--- config.mk ---
export PLATFORM = sky130hd
export DESIGN_NAME = hazard_ctrl
export DESIGN_NICKNAME = d
export VERILOG_FILES = /design/src/rtl/hazard_ctrl.sv
export SDC_FILE = /design/constraint.sdc
export NUM_CORES = 1
export LEC_CHECK = 0
export CORE_MARGIN = 2
export CORE_UTILIZATION = 38
export DETAILED_ROUTE_END_ITERATION = 10
export PLACE_DENSITY = 0.82
export SETUP_SLACK_MARGIN = 0.05
export SLEW_MARGIN = 20
export SYNTH_ARGS = -nofsm -noshare
export SYNTH_HDL_FRONTEND = slang
export SYNTH_SLANG_ARGS = --single-unit
export TNS_END_PERCENT = 20
--- constraint.sdc ---
create_clock -name clk -period 3.8 [get_ports clk]
set_clock_uncertainty 0.15 [all_clocks]
set_input_delay 0.76 -clock clk [delete_from_list [all_inputs] [get_ports clk]]
set_output_delay 0.76 -clock clk [all_outputs]
set_load 0.03 [all_outputs]
--- src/rtl/hazard_ctrl.sv ---
// Load-use stall, branch flush and memory-wait freeze controller for the 5-stage LEGv8 pipeline.
// Define HAZARD_CTRL_STATS_EN to add the saturating stall_count / flush_count outputs.
module hazard_ctrl #(
  parameter int unsigned REG_W        = 5,
  parameter int unsigned ZERO_REG     = 31,
  parameter int unsigned STALL_CYCLES = 1,
  parameter int unsigned CNT_W        = 4
) (
  input  logic             clk,
  input  logic             reset,
  input  logic             id_ex_memread,
  input  logic [REG_W-1:0] id_ex_rd,
  input  logic [REG_W-1:0] if_id_rs,
  input  logic [REG_W-1:0] if_id_rt,
  input  logic             if_id_rs_used,
  input  logic             if_id_rt_used,
  input  logic             branch_taken,
  input  logic             mem_wait,
  output logic             pc_en,
  output logic             if_id_en,
  output logic             id_ex_bubble,
  output logic             flush_if_id,
  output logic             flush_id_ex,
  output logic             flush_ex_mem,
  output logic             pipe_hold,
`ifdef HAZARD_CTRL_STATS_EN
  output logic [31:0]      stall_count,
  output logic [31:0]      flush_count,
`endif
  output logic             stall_active
);

  typedef enum logic {IDLE = 1'b0, STALL = 1'b1} state_t;

  state_t           state_r;
  logic [CNT_W-1:0] cnt_r;
  logic             haz_s;

  // Load in EX writes a register the ID instruction actually reads (XZR excluded).
  always_comb begin
    haz_s = id_ex_memread & (id_ex_rd != REG_W'(ZERO_REG)) &
            ((if_id_rs_used & (id_ex_rd == if_id_rs)) |
             (if_id_rt_used & (id_ex_rd == if_id_rt)));
  end

  // Mealy output decode, highest priority first; reset forces the free-running values.
  always_comb begin
    pc_en        = 1'b1;
    if_id_en     = 1'b1;
    id_ex_bubble = 1'b0;
    flush_if_id  = 1'b0;
    flush_id_ex  = 1'b0;
    flush_ex_mem = 1'b0;
    pipe_hold    = 1'b0;
    stall_active = 1'b0;
    if (reset) begin
      pc_en    = 1'b1;
      if_id_en = 1'b1;
    end else if (mem_wait) begin
      pc_en        = 1'b0;
      if_id_en     = 1'b0;
      pipe_hold    = 1'b1;
      stall_active = (state_r == STALL);
    end else if (branch_taken) begin
      flush_if_id  = 1'b1;
      flush_id_ex  = 1'b1;
      flush_ex_mem = 1'b1;
    end else if ((state_r == STALL) || haz_s) begin
      pc_en        = 1'b0;
      if_id_en     = 1'b0;
      id_ex_bubble = 1'b1;
      stall_active = 1'b1;
    end else begin
      pc_en    = 1'b1;
      if_id_en = 1'b1;
    end
  end

  // Stall sequencer: the detection cycle is the first bubble, cnt counts the remaining ones.
  always_ff @(posedge clk) begin
    if (reset) begin
      state_r <= IDLE;
      cnt_r   <= CNT_W'(0);
    end else if (mem_wait) begin
      state_r <= state_r;
      cnt_r   <= cnt_r;
    end else if (branch_taken) begin
      state_r <= IDLE;
      cnt_r   <= CNT_W'(0);
    end else if (state_r == STALL) begin
      if (cnt_r == CNT_W'(1)) begin
        state_r <= IDLE;
        cnt_r   <= CNT_W'(0);
      end else begin
        state_r <= STALL;
        cnt_r   <= cnt_r - CNT_W'(1);
      end
    end else if (haz_s && (STALL_CYCLES > 1)) begin
      state_r <= STALL;
      cnt_r   <= CNT_W'(STALL_CYCLES - 1);
    end else begin
      state_r <= state_r;
      cnt_r   <= cnt_r;
    end
  end

`ifdef HAZARD_CTRL_STATS_EN
  logic [31:0] stall_cnt_r;
  logic [31:0] flush_cnt_r;
  logic        flush_acc_s;

  function automatic logic [31:0] sat_inc(input logic [31:0] val, input logic en);
    if (en && (val != 32'hFFFF_FFFF)) begin
      return val + 32'd1;
    end else begin
      return val;
    end
  endfunction

  // A branch only counts when the memory wait is not masking it.
  always_comb begin
    flush_acc_s = branch_taken & ~mem_wait;
  end

  // Saturating event counters.
  always_ff @(posedge clk) begin
    if (reset) begin
      stall_cnt_r <= 32'd0;
      flush_cnt_r <= 32'd0;
    end else begin
      stall_cnt_r <= sat_inc(stall_cnt_r, id_ex_bubble);
      flush_cnt_r <= sat_inc(flush_cnt_r, flush_acc_s);
    end
  end

  assign stall_count = stall_cnt_r;
  assign flush_count = flush_cnt_r;
`endif

endmodule

==> impl_metrics.json <==
{
  "status": "completed",
  "h-tree-depth": 1,
  "ys_ff_latch": 5,
  "clk_pin_slew_ns": 0.04,
  "drcViolationCount": 0,
  "cts-root-buf": "clkbuf_4",
  "nFillCells": 90,
  "hold_violations": 0,
  "end_kind": "primary output",
  "power_w": 0.000168,
  "syn_area_um2": 494,
  "hpwlAfterDp_um": 996,
  "tightest_slew_ns": 0.329,
  "antenna-diode-count": 0,
  "vias": 525,
  "cp_cell_sequence": "clkdlybuf4s50_1, inv_1, nor3_1, clkdlybuf4s50_1",
  "rsz0062_at_grt": "false",
  "syn_nets": 88,
  "powerDensity_mw_per_mm2": 206,
  "utilization_pct": 70.5,
  "cts_setup_buffers": 0,
  "drive_above_1_share_pct": 6.45,
  "clock_latency_ns": 0.23,
  "fin_cells": 107,
  "num_rows": 12,
  "gp_congestion": 0.642,
  "crit_type": "primary input to primary output",
  "dp.cells": 103,
  "die_h_um": 40.1,
  "cp-start-kind": "primary input",
  "post_drt_wl_per_cell_um": 11.5,
  "worstPathMaxFanout": 7,
  "finalSetupTns_ns": 0,
  "slew_headroom_pct": 78.0,
  "min_path_type": "flop to flop",
  "grt_usage_pct": 17.3,
  "worst_path_max_delay_cell": "clkdlybuf4s50_1",
  "grt_max_degree": 11,
  "cp.arrival_ns": 2.48,
  "synth_edf_count": 0,
  "ys_seq_area_share_pct": 20.3,
  "clk_path_buf_depth": 2,
  "area_growth_pct": 64.8,
  "syn_inst": 64,
  "layout_common_cells": "clkdlybuf4s50_1 (25), xor2_1 (8), nor2_1 (8)",
  "overflow": 0,
  "drv_cap": 0,
  "final_common_cell": "clkdlybuf4s50_1",
  "synth.avg_cell_area_um2": 7.72,
  "core_mm2": 0.00116,
  "port_buffers": 29,
  "die_x_um": 40.1,
  "ys.flop_type": "dfxtp_1",
  "cts_tree": "built",
  "cp_slowest_stage_delay_ns": 0.73,
  "ys_async_sr_fraction_pct": 0,
  "cts_made_buffers": 3,
  "cp_common_cell": "clkdlybuf4s50_1",
  "grt_first_pass_wirelength_um": 1830,
  "period_minus_slack_ns": 3.39,
  "start_util_pct": 42.7,
  "required_ns": 2.89,
  "slew_violations": 0,
  "antenna_found_initial": 0,
  "drt-vias-per-instance": 4.91,
  "ant_nets": 0,
  "ys_types": 29,
  "cts.sinks": 5,
  "setup_viol": 0,
  "ir_drop_v": 0.000202,
  "fmax_mhz": 295,
  "ys_top_cells_by_area": "dfxtp_1 (20%), xor2_1 (14%), nor2_1 (6.1%)",
  "design.portCount": 30,
  "yosys_warnings": 0,
  "firstDrtPassIters": 4,
  "power.leakage_nw": 0.363,
  "fin_hold_ws_ns": 0.376,
  "drt_iter0_markers": 4,
  "yosys.area.top_type_share_pct": 20.3,
  "final_net_count": 118,
  "fin_crit_sh_pct": 89.2,
  "synth_largest_area_cell": "dfxtp_1",
  "grt_pass1_vias": 451,
  "wl_um": 1230,
  "die-area_mm2": 0.00161
}
-- kinds of logic (layout without fill, tap and decap cells) --
logic type | Yosys count | after routing | synth area share [%]
AO/OA/AOI/OAI | 14 | 14 | 19.0
XOR/XNOR | 10 | 10 | 17.7
adder cells (fa/ha/maj) | 2 | 2 | 5.06
buffers and inverters | 8 | 37 | 8.61
flip-flops | 5 | 5 | 20.3
multiplexers | 1 | 1 | 2.03
AND/OR/NAND/NOR | 24 | 24 | 27.3
-- routing by layer --
layer  vias to the layer above  GRT usage, %  wire length, um
met2                        20          27.8              582
met4                         0          10.3                0
met1                       222          19.6              500
met5                         -             0                0
li1                        283             -                -
met3                         0          5.56              145
-- flip-flops by register name, indices dropped and copies added, names as in the netlist --
register / cells
cnt_r: 4
state_r: 1
-- path summary, 6_finish.rpt --
check,from,cells past startpoint,endpoint,slack (ns)
worst max register to register,state_r,4,cnt_r[0],2.44
worst min-delay path,cnt_r[3],2,cnt_r[3],0.38
worst max-delay path,branch_taken,4,flush_if_id,0.41
worst min register to register,cnt_r[3],2,cnt_r[3],0.38
-- power breakdown --
group	leakage (nW)	switching, W	internal, W
clock network	0.0150	0.0000183	0.0000395
registers	0.0402	0	0.0000527
logic	0.308	0.0000243	0.0000332
-- timing repair --
item                                    in CTS  in global routing
endpoints found under the setup margin       0                  4
hold endpoints to repair                     0                  0
resized for setup                            0                  4
hold buffers                                 0                  0
-- through the flow --
stage	area (um2)	worst slack (ns)
floorplan	494	0.878
global placement	778	0.152
detailed placement	778	0.125
CTS	805	0.111
global route	815	0.281
finish	815	0.410
-- cells in the mapped netlist, types with 2 or more instances --
cell type  count
a21oi_1        4
buf_4          3
dfxtp_1        5
ha_1           2
inv_1          3
nand3_1        2
nand4_1        2
nor2_1         8
nor2b_1        2
nor3_1         3
o21ai_0        2
o21bai_1       3
xnor2_1        2
xor2_1         8
-- layout make-up --
cell class	count	area (um2)	share of cell area [%]
Inverter	3	11.3	1.38
Sequential cell	5	100	12.3
Clock buffer	4	26.3	3.23
Timing Repair Buffer	30	308	37.8
Tap cell	14	17.5	2.15
Multi-Input combinational cell	51	352	43.2
-- worst max-delay path: cells and delay by family --
family / cells / cell delay, ns
buffers and inverters: 3 / 1.43
and+or+nand+nor: 1 / 0.29
Power figures use the tool's default switching activity.
